`config.mk`:
```
export PLATFORM = sky130hd
export DESIGN_NAME = exe_mem_stage_reg
export DESIGN_NICKNAME = d
export VERILOG_FILES = /design/src/rtl/exe_mem_stage_reg_pkg.sv /design/src/rtl/exe_mem_skid_buf.sv /design/src/rtl/exe_mem_stage_reg.sv
export SDC_FILE = /design/constraint.sdc
export NUM_CORES = 1
export LEC_CHECK = 0
export BUFFER_PORTS_ARGS = -buffer_cell sky130_fd_sc_hd__buf_2
export CAP_MARGIN = 20
export CORE_ASPECT_RATIO = 1.5
export CORE_MARGIN = 10
export CORE_UTILIZATION = 40
export CTS_BUF_LIST = sky130_fd_sc_hd__clkbuf_16
export DETAILED_ROUTE_END_ITERATION = 6
export PLACE_DENSITY = 0.72
export SLEW_MARGIN = 40
export SYNTH_ARGS = -nofsm -noshare
export SYNTH_HDL_FRONTEND = slang
export SYNTH_SLANG_ARGS = --single-unit
```
`constraint.sdc`:
```
create_clock -name clk -period 1.4 [get_ports clk]
set_input_delay 0.21 -clock clk [delete_from_list [all_inputs] [get_ports clk]]
set_output_delay 0.21 -clock clk [all_outputs]
set_load 0.01 [all_outputs]
```
`src/rtl/exe_mem_stage_reg_pkg.sv`:
```
// Shared widths and payload type for the EXE->MEM pipeline register.
package exe_mem_stage_reg_pkg;

  localparam int unsigned DATA_W = 32;
  localparam int unsigned REG_W  = 5;
  localparam int unsigned TAG_W  = 4;

  typedef struct packed {
    logic              wreg;
    logic              m2reg;
    logic              wmem;
    logic [DATA_W-1:0] alu;
    logic [DATA_W-1:0] data_b;
    logic [REG_W-1:0]  dest;
    logic [TAG_W-1:0]  ins_type;
    logic [TAG_W-1:0]  ins_number;
  } exe_mem_payload;

  // Only the write enables are qualified; data of a bubble passes through.
  function automatic exe_mem_payload qualify(input exe_mem_payload p, input logic v);
    exe_mem_payload r;
    r      = p;
    r.wreg = p.wreg & v;
    r.wmem = p.wmem & v;
    return r;
  endfunction

endpackage

```
`src/rtl/exe_mem_skid_buf.sv`:
```
// One-entry skid buffer catching an EXE payload accepted while MEM stalls.
// Present only when EXE_MEM_SKID_EN is defined.
`ifdef EXE_MEM_SKID_EN
module exe_mem_skid_buf
  import exe_mem_stage_reg_pkg::*;
(
  input  logic           clk,
  input  logic           rst,
  input  logic           flush,
  input  logic           in_valid,
  input  exe_mem_payload in_pl,
  input  logic           out_valid,
  input  logic           out_ready,
  output logic           in_ready,
  output logic           skid_valid,
  output exe_mem_payload skid_pl
);

  logic stall;
  logic capture;

  assign stall   = out_valid && !out_ready;
  assign capture = !skid_valid && in_valid && stall;

  // in_ready is kept as its own flop, always the inverse of skid_valid.
  always_ff @(posedge clk) begin
    if (rst || flush) begin
      skid_valid <= 1'b0;
      in_ready   <= 1'b1;
    end else if (capture) begin
      skid_valid <= 1'b1;
      in_ready   <= 1'b0;
    end else if (skid_valid && !stall) begin
      skid_valid <= 1'b0;
      in_ready   <= 1'b1;
    end
  end

  always_ff @(posedge clk) begin
    if (capture) begin
      skid_pl <= in_pl;
    end
  end

endmodule
`endif

```
`src/rtl/exe_mem_stage_reg.sv`:
```
// EXE->MEM pipeline register with valid/ready handshake, flush and bubble gating.
// Define EXE_MEM_SKID_EN to add a 1-entry skid buffer with a registered in_ready.
module exe_mem_stage_reg
  import exe_mem_stage_reg_pkg::*;
(
  input  logic                clk,
  input  logic                rst,
  input  logic                in_valid,
  output logic                in_ready,
  input  logic                flush,
  input  logic                ewreg,
  input  logic                em2reg,
  input  logic                ewmem,
  input  logic [DATA_W-1:0]   ealu,
  input  logic [DATA_W-1:0]   edata_b,
  input  logic [REG_W-1:0]    ex_destR,
  input  logic [TAG_W-1:0]    EXE_ins_type,
  input  logic [TAG_W-1:0]    EXE_ins_number,
  output logic                out_valid,
  input  logic                out_ready,
  output logic                mwreg,
  output logic                mm2reg,
  output logic                mwmem,
  output logic [DATA_W-1:0]   malu,
  output logic [DATA_W-1:0]   mdata_b,
  output logic [REG_W-1:0]    mem_destR,
  output logic [TAG_W-1:0]    MEM_ins_type,
  output logic [TAG_W-1:0]    MEM_ins_number
);

  exe_mem_payload in_pl;
  exe_mem_payload out_pl;
  exe_mem_payload load_pl;
  logic           load_en;
  logic           load_valid;

  always_comb begin
    in_pl            = '0;
    in_pl.wreg       = ewreg;
    in_pl.m2reg      = em2reg;
    in_pl.wmem       = ewmem;
    in_pl.alu        = ealu;
    in_pl.data_b     = edata_b;
    in_pl.dest       = ex_destR;
    in_pl.ins_type   = EXE_ins_type;
    in_pl.ins_number = EXE_ins_number;
  end

`ifdef EXE_MEM_SKID_EN
  logic           skid_valid;
  exe_mem_payload skid_pl;

  exe_mem_skid_buf u_skid (
    .clk        (clk),
    .rst        (rst),
    .flush      (flush),
    .in_valid   (in_valid),
    .in_pl      (in_pl),
    .out_valid  (out_valid),
    .out_ready  (out_ready),
    .in_ready   (in_ready),
    .skid_valid (skid_valid),
    .skid_pl    (skid_pl)
  );

  // A held skid entry always goes to the output before any new input.
  always_comb begin
    load_en    = out_ready || !out_valid;
    load_pl    = in_pl;
    load_valid = in_valid && in_ready;
    if (skid_valid) begin
      load_pl    = skid_pl;
      load_valid = 1'b1;
    end
  end
`else
  assign in_ready = out_ready || !out_valid;

  always_comb begin
    load_en    = in_ready;
    load_pl    = in_pl;
    load_valid = in_valid;
  end
`endif

  // Output register: reset beats flush, flush beats load and stall.
  always_ff @(posedge clk) begin
    if (rst) begin
      out_valid <= 1'b0;
      out_pl    <= '0;
    end else if (flush) begin
      out_valid   <= 1'b0;
      out_pl.wreg <= 1'b0;
      out_pl.wmem <= 1'b0;
    end else if (load_en) begin
      out_valid <= load_valid;
      out_pl    <= qualify(load_pl, load_valid);
    end
  end

  assign mwreg          = out_pl.wreg;
  assign mm2reg         = out_pl.m2reg;
  assign mwmem          = out_pl.wmem;
  assign malu           = out_pl.alu;
  assign mdata_b        = out_pl.data_b;
  assign mem_destR      = out_pl.dest;
  assign MEM_ins_type   = out_pl.ins_type;
  assign MEM_ins_number = out_pl.ins_number;

endmodule
```
# Word level (Yosys, flattened, before mapping)
# Cells that the tools add are included.
[totals] regBits=81 latch_bits=0 ram_bits=0 romBits=0 input_bits=85 out_inout_bits=82 n_memories=0
[op_classes] addsub=0 mul=0 n_div=0 magnitude_cmp=0 n_eq_ne=0 shifts=0 muxes=0 bitwise_logic=3 n_reduce_logical=4
[ops] cell="1-bit AND" count=2
[ops] cell="2-bit AND reduction" count=1
[ops] cell="2-bit OR reduction" count=1
[ops] cell="1-bit zero test" count=1
[ops] cell="1-bit logical OR" count=1
[ops] cell="1-bit inverter" count=1

# Logic depth before layout (Yosys ltp)
[logic_depth] depth_word=3 ltp_mapped=6

# Least setup slack after synthesis
# No wires, ideal clock.
[synth_path] path_type="register -> register" startpoint="register out_valid" endpoint="register out_pl (netlist bit malu[15])" arrival_ns=0.993 required_time_ns=1.268 path_slack_ns=0.275 path_stages_with_launch=7 path_cell_list="dfxtp_1 nor2b_4 buf_6 clkinv_4 buf_4 nand3b_1 a21oi_1"
[synth_between] elab_chain_len=3
[synth_lines] element="from (decl)" line="exe_mem_stage_reg.sv:19" source="output logic out_valid,"
[synth_lines] element="from (signal assigned)" line="exe_mem_stage_reg.sv:96" source="out_valid <= load_valid;"
[synth_lines] element="1-bit zero test" line="exe_mem_stage_reg.sv:77" source="assign in_ready = out_ready || !out_valid;"
[synth_lines] element="1-bit logical OR" line="exe_mem_stage_reg.sv:77"
[synth_lines] element="net in_ready" line="exe_mem_stage_reg.sv:9" source="output logic in_ready,"
[synth_lines] element="2-bit AND reduction (no line)"
[synth_lines] element="to (signal assigned)" line="exe_mem_stage_reg.sv:97" source="out_pl <= qualify(load_pl, load_valid);"
[synth_lines] element="to (decl)" line="exe_mem_stage_reg.sv:32" source="exe_mem_payload out_pl;"
# The timed path passes the listed nets, and every way through them passes these cells.
# A chain may end at the register's enable or synchronous reset.

# Worst setup path after layout
[layout_path] startpoint="register out_valid" endpoint="output port in_ready"
[layout_between] elab_chain_len=2
[layout_lines] element="1-bit zero test" line="exe_mem_stage_reg.sv:77"
[layout_lines] element="1-bit logical OR" line="exe_mem_stage_reg.sv:77"
[layout_lines] element="to (decl)" line="exe_mem_stage_reg.sv:9"
# No other way between the ends.

==> impl_metrics.py <==
metrics = {
    "outcome": {
        "status": "finished, final reports clean",
    },
    "worst_setup_path": {
        "critPathLaunch": "out_valid",
        "critical_path.max_fanout": 10,
        "start_kind": "register",
        "r2r-start": "out_valid",
        "cp.required_ns": 1.19,
        "cp_data_arrival_time_ns": 1.08,
        "setup.worst_path.end": "in_ready",
        "r2r_cells": 5,
        "r2r_slack_ns": 0.13,
        "path_class": "register to output pin",
        "r2r_end": "malu[8]",
        "endpoint_kind": "output pin",
    },
    "drt": {
        "vias": 3198,
        "vias_per_cell": 5.13,
        "firstDrtPassIters": 4,
        "wire_per_inst_um": 15.9,
        "ant_nets": 0,
        "drc": 0,
        "routed_wirelength_um": 9900,
        "first_iter_violations": 205,
    },
    "finish": {
        "nets": 601,
        "drive_gt1_share_pct": 37.6,
        "area_growth_pct": 35.7,
        "design_area_um2": 4460,
        "seqCellArea_um2": 1620,
        "fill_cells": 767,
        "multiInputGateArea_um2": 1440,
        "diodes": 0,
    },
    "sta": {
        "max_freq_mhz": 773,
        "setup_viol": 0,
        "worst_pin_slew_ns": 0.361,
        "final.setup.tns_ns": 0,
        "maxSlewViolCount": 0,
        "period_minus_slack_ns": 1.29,
        "rsz0062_at_grt": "no",
        "hold_violations": 0,
        "fin_skew_ns": 0.00402,
        "slew_headroom_pct": 75.9,
        "post-route-period-util_pct": 92.4,
    },
    "clock_network": {
        "h-tree-depth": 3,
        "cts-root-buf": "clkbuf_16",
        "clock_latency_ns": 0.32,
        "cts_sinks": 81,
        "cts_tree": "built",
        "cts_buffers": 9,
        "clk_pin_slew_ns": 0.06,
        "cts_hold_buf": 0,
        "clockBufferDepth": 2,
    },
    "global_route": {
        "grt_start_max_net_pins": 106,
        "grt_pass1_vias": 3099,
        "grt_pass1_wl_um": 15400,
        "grt.total_usage_pct": 15.3,
        "grt_overflow_total": 0,
        "antenna_found_initial": 0,
    },
    "floorplan": {
        "dieHeight_um": 131,
        "fp.dieArea_um2": 12300,
        "ios": 167,
        "core_region_area_um2": 8010,
        "start_util_pct": 41.0,
        "row_count": 40,
        "dieWidth_um": 94.0,
    },
    "yosys": {
        "postSynthCellCount": 368,
        "syn_nets": 453,
        "synthDominantCellAreaShare_pct": 49.3,
        "ys_seq_area_share_pct": 49.3,
        "synth.ff_latch_count": 81,
        "syn_area_um2": 3290,
        "ys_warn_count": 0,
        "synth.avg_cell_area_um2": 8.93,
        "synth_top_area_cell": "dfxtp_1",
        "synth.distinct_cells": 19,
        "synthTopCellsByArea": "dfxtp_1, nand3b_1, a21oi_1, o21ai_0, o21ai_1",
    },
    "placement": {
        "gp_congestion": 0.769,
        "placed_cell_area_um2": 4170,
        "port_buffers": 166,
        "dp_hpwl_um": 7040,
    },
    "pwr": {
        "p_leak_uw": 0.00197,
        "vdd_ir_drop_max_uv": 615,
        "power.density_nw_per_um2": 1160,
    },
    "job": {
        "cap_violations": 0,
    },
    "worst_hold_path": {
        "hp-class": "input pin to register",
    },
}
==> kinds of logic after synthesis <==
logic type	count (synthesis)	share of synthesized area, %
buf+inv	44	6.97
flops	81	49.3
simple gates	85	19.2
compound gates	158	24.5
==> cells in the final DEF (no fill, tap or decap), drive strengths merged <==
master and count:
nand3 2, a21oi 78, clkbuf 9, inv 2, nor3 1, nor2 1
nor2b 1, o21ai 78, buf 180, clkinv 3, a211oi 2, nand2 2
dfxtp 81, nand3b 78
==> where the power goes <==
part / leakage [µW] / internal (µW) / switching, µW / total, µW
combinational: 0.00117 / 337 / 372 / 709
clock: 0.000127 / 1150 / 805 / 1950
sequential: 0.000667 / 2440 / 54.6 / 2490
total: 0.00197 / 3920 / 1230 / 5150
==> flip-flops by register name (all words and copies together), names as in the netlist <==
signal,flops
MEM_ins_type,4
mm2reg,1
mem_destR,5
mwreg,1
mwmem,1
out_valid,1
MEM_ins_number,4
malu,32
mdata_b,32
==> Yosys cell counts, drive strengths merged <==
cell type	count
buf	19
nand2	2
nand3	2
nor2b	1
o21ai	78
a21oi	78
nor3	1
a211oi	2
clkbuf	24
nor2	1
dfxtp	81
nand3b	78
clkinv	1
==> final cells by class <==
type / count / area share, %
Multi-Input combinational cell: 243 / 32.2
Clock buffer: 9 / 5.05
Sequential cell: 81 / 36.4
Clock inverter: 4 / 0.365
Tap cell: 105 / 2.95
Inverter: 1 / 0.196
Timing Repair Buffer: 180 / 22.9
==> worst max-delay path: stages, from the launching register on <==
cell and delay (ns):
dfxtp_1 0.33, nor2b_4 0.18, clkinv_4 0.10, buf_2 0.15
==> how the worst min path moves through the flow <==
stage                     cells after the start   startpoint  slack, ns           to
final                                         3  edata_b[17]       0.15  mdata_b[17]
after global routing                          3  edata_b[17]       0.14  mdata_b[17]
after CTS                                     3  edata_b[17]       0.13  mdata_b[17]
after detailed placement                      2  mdata_b[20]       0.46  mdata_b[20]
after global placement                        2  mdata_b[19]       0.46  mdata_b[19]
after floorplan                               2     in_valid       0.36        mwreg
==> layer usage <==
metal	vias up	GRT usage [%]	wire, µm	part of all wire [%]
li1	1604	-	-	-
met3	7	7.20	1070	11
met1	1467	17.8	4000	40
met2	120	24.1	4730	48
met5	-	0	0	0
met4	0	5.38	100	1.0
==> metrics by stage <==
| step | setup slack, ns | utilization (%) | instances | hold slack (ns) | power, µW |
|---|---|---|---|---|---|
| after floorplan | 0.275 | - | 368 | 0.359 | 2920 |
| after global placement | 0.237 | 52.1 | 605 | 0.457 | 3230 |
| after detailed placement | 0.173 | 52.1 | 605 | 0.463 | 3250 |
| after CTS | 0.0315 | 55.2 | 619 | 0.134 | 5230 |
| after global routing | 0.00338 | 55.7 | 623 | 0.138 | 5410 |
| final | 0.107 | 55.7 | 623 | 0.147 | 5150 |
==> what timing repair did <==
| action | CTS | global route |
|---|---|---|
| setup buffers | 1 | 4 |
| pin swaps | 0 | 0 |
| endpoints found under the setup margin | 1 | 2 |
| resized for setup | 0 | 1 |
No activity file was read; power rests on OpenSTA's default activity.
